## config.mk

```make
export PLATFORM = sky130hd
export DESIGN_NAME = gmii_rx_deframer
export DESIGN_NICKNAME = d
export VERILOG_FILES = /design/src/rtl/picotsn_eth_pkg.sv /design/src/rtl/crc32_d8.sv /design/src/rtl/gmii_rx_deframer.sv
export SDC_FILE = /design/constraint.sdc
export NUM_CORES = 1
export LEC_CHECK = 0
export CORE_AREA = 4 4 89 133
export CTS_CLUSTER_SIZE = 30
export DETAILED_ROUTE_END_ITERATION = 8
export DIE_AREA = 0 0 93 137
export HOLD_SLACK_MARGIN = 0.1
export PLACE_DENSITY = 0.8
export SYNTH_ARGS = -nofsm -noshare
export SYNTH_HDL_FRONTEND = slang
export SYNTH_SLANG_ARGS = --single-unit
```

## constraint.sdc

```tcl
create_clock -name gmii_rx_clk -period 3.45 [get_ports gmii_rx_clk]
set_input_delay 1.035 -clock gmii_rx_clk [delete_from_list [all_inputs] [get_ports gmii_rx_clk]]
set_output_delay 1.035 -clock gmii_rx_clk [all_outputs]
set_load 0.1 [all_outputs]
```

## src/rtl/picotsn_eth_pkg.sv

```systemverilog
// Shared Ethernet constants and types for the picotsn MAC datapath.
package picotsn_eth_pkg;

    localparam logic [7:0]  ETH_PREAMBLE  = 8'h55;
    localparam logic [7:0]  ETH_SFD       = 8'hD5;

    localparam logic [31:0] CRC32_POLY    = 32'hEDB8_8320;
    localparam logic [31:0] CRC32_INIT    = 32'hFFFF_FFFF;
    localparam logic [31:0] CRC32_RESIDUE = 32'hDEBB_20E3;

    // Preamble bytes tolerated before the SFD; one more 0x55 aborts the frame.
    localparam logic [2:0]  PRE_CNT_MAX   = 3'd7;

    // Bytes held back so the trailing FCS never reaches the payload stream.
    localparam int          DLY_DEPTH     = 5;

    typedef enum logic [1:0] {
        IDLE,
        PREAMBLE,
        DATA,
        DROP
    } rx_state_e;

endpackage

```

## src/rtl/crc32_d8.sv

```systemverilog
// Combinational byte-wide step of the reflected CRC-32 (poly 0xEDB88320, LSB first).
module crc32_d8
    import picotsn_eth_pkg::*;
(
    input  logic [31:0] crc_i,
    input  logic [7:0]  data_i,
    output logic [31:0] crc_o
);

    logic [31:0] crc_step;

    always_comb begin
        crc_step = crc_i;
        for (int i = 0; i < 8; i++) begin
            if (crc_step[0] ^ data_i[i]) begin
                crc_step = (crc_step >> 1) ^ CRC32_POLY;
            end else begin
                crc_step = crc_step >> 1;
            end
        end
        crc_o = crc_step;
    end

endmodule

```

## src/rtl/gmii_rx_deframer.sv

```systemverilog
// GMII receive deframer: strips preamble/SFD and FCS, checks CRC-32 and length,
// and streams payload bytes with sop/eop/err/len markers plus per-frame status pulses.
module gmii_rx_deframer
    import picotsn_eth_pkg::*;
#(
    parameter int MIN_LEN = 64,
    parameter int MAX_LEN = 1518
) (
    input  logic        gmii_rx_clk,
    input  logic        rst,
    input  logic [7:0]  gmii_rxd,
    input  logic        gmii_rx_dv,
    input  logic        gmii_rx_er,
    output logic        pkt_valid,
    output logic [7:0]  pkt_data,
    output logic        pkt_sop,
    output logic        pkt_eop,
    output logic        pkt_err,
    output logic [15:0] pkt_len,
    output logic        stat_good,
    output logic        stat_bad,
    output logic        stat_drop
);

    localparam logic [15:0] MIN_LEN_W = 16'(MIN_LEN);
    localparam logic [15:0] MAX_LEN_W = 16'(MAX_LEN);
    localparam logic [2:0]  FILL_FULL = 3'(DLY_DEPTH);

    rx_state_e   state_q;
    logic [2:0]  pre_cnt_q;
    logic [2:0]  fill_q;
    logic        sop_pend_q;
    logic        rx_er_q;
    logic [7:0]  dly_q [DLY_DEPTH];
    logic [31:0] crc_q;
    logic [31:0] crc_d;
    logic [15:0] n_q;
    logic [15:0] n_d;
    logic        frame_err_d;

    crc32_d8 u_crc (
        .crc_i  (crc_q),
        .data_i (gmii_rxd),
        .crc_o  (crc_d)
    );

    // Checked on the dv falling edge, when crc_q/n_q already cover the FCS.
    always_comb begin
        n_d         = (n_q == 16'hFFFF) ? n_q : n_q + 16'd1;
        frame_err_d = (crc_q != CRC32_RESIDUE) || rx_er_q
                   || (n_q < MIN_LEN_W) || (n_q > MAX_LEN_W);
    end

    always_ff @(posedge gmii_rx_clk) begin
        pkt_valid <= 1'b0;
        pkt_sop   <= 1'b0;
        pkt_eop   <= 1'b0;
        pkt_err   <= 1'b0;
        stat_good <= 1'b0;
        stat_bad  <= 1'b0;
        stat_drop <= 1'b0;

        if (rst) begin
            state_q    <= IDLE;
            pre_cnt_q  <= '0;
            fill_q     <= '0;
            sop_pend_q <= 1'b0;
            rx_er_q    <= 1'b0;
            crc_q      <= CRC32_INIT;
            n_q        <= '0;
            pkt_data   <= '0;
            pkt_len    <= '0;
            for (int i = 0; i < DLY_DEPTH; i++) begin
                dly_q[i] <= '0;
            end
        end else begin
            case (state_q)
                IDLE: begin
                    if (gmii_rx_dv) begin
                        if (gmii_rxd == ETH_PREAMBLE) begin
                            state_q   <= PREAMBLE;
                            pre_cnt_q <= 3'd1;
                        end else begin
                            state_q <= DROP;
                        end
                    end
                end

                PREAMBLE: begin
                    if (!gmii_rx_dv) begin
                        state_q <= IDLE;
                    end else if (gmii_rxd == ETH_SFD) begin
                        state_q    <= DATA;
                        crc_q      <= CRC32_INIT;
                        n_q        <= '0;
                        fill_q     <= '0;
                        sop_pend_q <= 1'b1;
                        rx_er_q    <= 1'b0;
                    end else if (gmii_rxd == ETH_PREAMBLE && pre_cnt_q != PRE_CNT_MAX) begin
                        pre_cnt_q <= pre_cnt_q + 3'd1;
                    end else begin
                        state_q <= DROP;
                    end
                end

                DATA: begin
                    if (gmii_rx_dv) begin
                        crc_q    <= crc_d;
                        n_q      <= n_d;
                        rx_er_q  <= rx_er_q | gmii_rx_er;
                        dly_q[0] <= gmii_rxd;
                        for (int i = 1; i < DLY_DEPTH; i++) begin
                            dly_q[i] <= dly_q[i-1];
                        end
                        if (fill_q == FILL_FULL) begin
                            pkt_valid  <= 1'b1;
                            pkt_data   <= dly_q[DLY_DEPTH-1];
                            pkt_sop    <= sop_pend_q;
                            sop_pend_q <= 1'b0;
                        end else begin
                            fill_q <= fill_q + 3'd1;
                        end
                    end else begin
                        state_q <= IDLE;
                        // A full line means at least one payload byte precedes the FCS.
                        if (fill_q == FILL_FULL) begin
                            pkt_valid <= 1'b1;
                            pkt_data  <= dly_q[DLY_DEPTH-1];
                            pkt_sop   <= sop_pend_q;
                            pkt_eop   <= 1'b1;
                            pkt_err   <= frame_err_d;
                            pkt_len   <= n_q - 16'd4;
                            stat_good <= !frame_err_d;
                            stat_bad  <= frame_err_d;
                        end else begin
                            stat_drop <= 1'b1;
                        end
                        sop_pend_q <= 1'b0;
                        fill_q     <= '0;
                    end
                end

                DROP: begin
                    if (!gmii_rx_dv) begin
                        stat_drop <= 1'b1;
                        state_q   <= IDLE;
                    end
                end

                default: state_q <= IDLE;
            endcase
        end
    end

endmodule
```

==> flow_metrics.py <==
metrics = {
    "status": {
        "outcome": "completed",
    },
    "worst_setup_path": {
        "cp.arrival_ns": 3.13,
        "cp_num_buf_inv": 1,
        "r2r_slack_ns": 1.09,
        "startpoint_type": "input pin",
        "crit_slowest_cell": "or3b_1",
        "crit_type": "input pin to flip-flop",
        "crit_path_end_kind": "flip-flop",
        "reg2reg_depth": 5,
        "path_delay_family": "simple AND/OR/NAND/NOR gates",
        "crit_path_cell_trace": "clkdlybuf4s50_1 > or3b_1 > nor4_4 > or2_1 > nor2_1 > mux2_2",
        "cp_max_fo": 9,
        "worstPathRequired_ns": 3.75,
        "r2r-end": "n_q[6]",
        "r2r-start": "n_q[5]",
        "cpPeakStageDelay_ns": 0.53,
    },
    "detailed_routing": {
        "antenna_left": 0,
        "first_pass_iters": 5,
        "totalWireLength_um": 13000,
        "wire_per_inst_um": 16.5,
        "viasPerCell": 5.77,
        "drc": 0,
        "via_count": 4544,
        "drtIter0Drc": 262,
    },
    "synthesis": {
        "netlist_instances": 592,
        "syn-num-nets": 611,
        "synth_flop_cell": "dfxtp_1",
        "synth_edf_count": 40,
        "ys_seq_elements": 128,
        "ys_seq_area_share_pct": 47.6,
        "ys_warn_count": 0,
        "netlist.area_leader.share_pct": 28.3,
        "synthTopCellsByArea": "dfxtp_1, edfxtp_1, xnor2_1, xnor3_1, and3_1",
        "synth_top_area_cell": "dfxtp_1",
        "syn_area_per_cell_sq_um": 10.5,
        "async_reset_ff_share_pct": 0,
        "synthesis.area_sq_mm": 0.00623,
        "yosysUniqueCellTypes": 64,
    },
    "place": {
        "io_buffers": 42,
        "placed_area_sq_mm": 0.00673,
        "dp_hpwl_um": 9040,
        "dp_slack_ns": 0.194,
        "gp_congestion": 0.890,
        "dpl.cell_count": 756,
    },
    "sta": {
        "worst_pin_slew_ns": 0.767,
        "fin_ws_ns": 0.619,
        "finalHoldViolations": 0,
        "clock_skew_ns": 0.00756,
        "rsz0062_at_grt": "false",
        "setup_viol": 0,
        "fin_crit_ns": 2.83,
        "fin_tns_setup_ns": 0,
        "period_share_pct": 82.0,
        "drv_slew": 0,
        "maxSlewHeadroom_pct": 48.4,
        "fmax_mhz": 353,
        "hold_slack_ns": 0.453,
    },
    "global_routing": {
        "grt_pass1_wl_um": 21100,
        "grt_pass1_vias": 4289,
        "track_usage_pct": 21.2,
        "gr-total-overflow": 0,
        "grt_max_degree": 43,
        "antenna_found_initial": 0,
    },
    "finish": {
        "synthToLayoutAreaGrowth_pct": 17.1,
        "stdcell_area_sq_mm": 0.00730,
        "finalNetCount": 650,
        "layout_common_cells": "dfxtp_1, nand2_1, buf_4",
        "drive_gt1_share_pct": 16.8,
        "final_common_cell": "dfxtp_1",
        "final_util_pct": 68.9,
        "num_antenna_cells": 0,
        "stdcell_count": 788,
        "nFillCells": 846,
    },
    "clock_tree": {
        "cts_setup_buffers": 0,
        "clk_pin_slew_ns": 0.06,
        "cts.hold.buffers_added": 0,
        "cts_sinks": 128,
        "insertion_delay_ns": 0.41,
        "cts_resized": 0,
        "cts_buffers": 17,
        "clock_path_buffers": 2,
        "cts_tree": "built",
        "root_buffer": "clkbuf_16",
        "htreeDepth": 4,
    },
    "floorplan": {
        "die_y_um": 137,
        "fp.dieW_um": 93,
        "core_area_sq_mm": 0.0106,
        "num_rows": 46,
        "start_util_pct": 58.8,
        "io_pins": 43,
        "die_area_sq_mm": 0.0127,
    },
    "power_and_ir_drop": {
        "p_total_mw": 3.94,
        "peakVddDrop_mv": 0.411,
        "power_density_mw_per_mm2": 540,
        "p_leak_nw": 2.97,
    },
    "hold_path": {
        "hold_path_class": "flip-flop to flip-flop",
        "hold_end": "pkt_data[3]",
        "min_from": "pkt_data[3]",
        "worstHoldPathCells": 2,
    },
    "job": {
        "cap_violations": 0,
    },
}
[flip-flops by register name, indices dropped and copies added, names as in the netlist, 2 cells and up]
name,cells
state_q,2
dly_q,40
pre_cnt_q,3
pkt_data,8
pkt_len,16
n_q,16
fill_q,3
crc_q,32
[cell families after synthesis]
logic type	synth area share [%]
simple gates	20.5
fa+ha+maj	1.41
buf+inv	3.65
xor+xnor	18.6
mux	0.522
flops	47.6
compound gates	7.77
[cell usage after synthesis, types with 2 or more instances]
library cell  number
o22ai_1           18
a31oi_1            2
ha_1               7
mux2_2             2
xor3_1             4
xor2_1            10
xnor2_1           44
or4_1              2
nand4_1            6
nor4_1            11
nand2b_1           2
or3_1              6
nand4b_1           6
nor3_1            17
a211oi_1          13
and3_1            43
buf_6              2
nand3_1           14
o21ai_1            2
buf_2              6
xor2_4             2
nor4_4             2
xnor2_2            9
xnor2_4            2
nor2b_1            2
edfxtp_1          40
o21ai_0           11
nand2_1           63
inv_1              8
xnor3_1           13
clkbuf_1          30
nor3b_1            5
nor2_1            49
o2bb2ai_1          2
nor4b_1            3
dfxtp_1           88
a21oi_1           19
[worst register-to-register path: stages, from the launching register on]
cell and delay (ns):
dfxtp_1 0.56, nand4_1 0.36, nor4_1 0.77, nor2_1 0.10, nand3_1 0.12, mux2_2 0.34
[how the worst max path moves through the flow]
stage | from | end | cells past startpoint
after global routing | gmii_rxd[1] | n_q[6] | 6
after detailed placement | gmii_rxd[1] | n_q[6] | 6
after CTS | gmii_rxd[1] | n_q[6] | 6
after global placement | gmii_rxd[1] | n_q[6] | 6
after floorplan | gmii_rx_dv | dly_q[0][0] | 5
final | gmii_rxd[1] | n_q[6] | 6
[per-layer routing]
layer,global-route usage [%],routed length (um)
met5,0,0
met1,25.7,5190
met2,37.1,6770
met3,4.02,753
met4,8.07,252
[report_power, final]
group	switching [mW]	total [mW]	leakage, nW	internal (mW)
clock network	0.742	1.70	0.277	0.957
registers	0.0387	1.64	1.13	1.60
logic	0.266	0.597	1.56	0.332
total	1.05	3.94	2.97	2.89
[area by class of cell]
| cell class | instances | area (sq um) | area share, % |
|---|---|---|---|
| multi-input cells | 413 | 3040 | 41.7 |
| flip-flops and latches | 128 | 2960 | 40.6 |
| repair buffers | 62 | 505 | 6.93 |
| clock buffers | 17 | 425 | 5.83 |
| well taps | 144 | 180 | 2.47 |
| clock inverters | 15 | 146 | 2.01 |
| inverters | 9 | 33.8 | 0.463 |
Note: power is estimated with default switching activity, not from simulation.
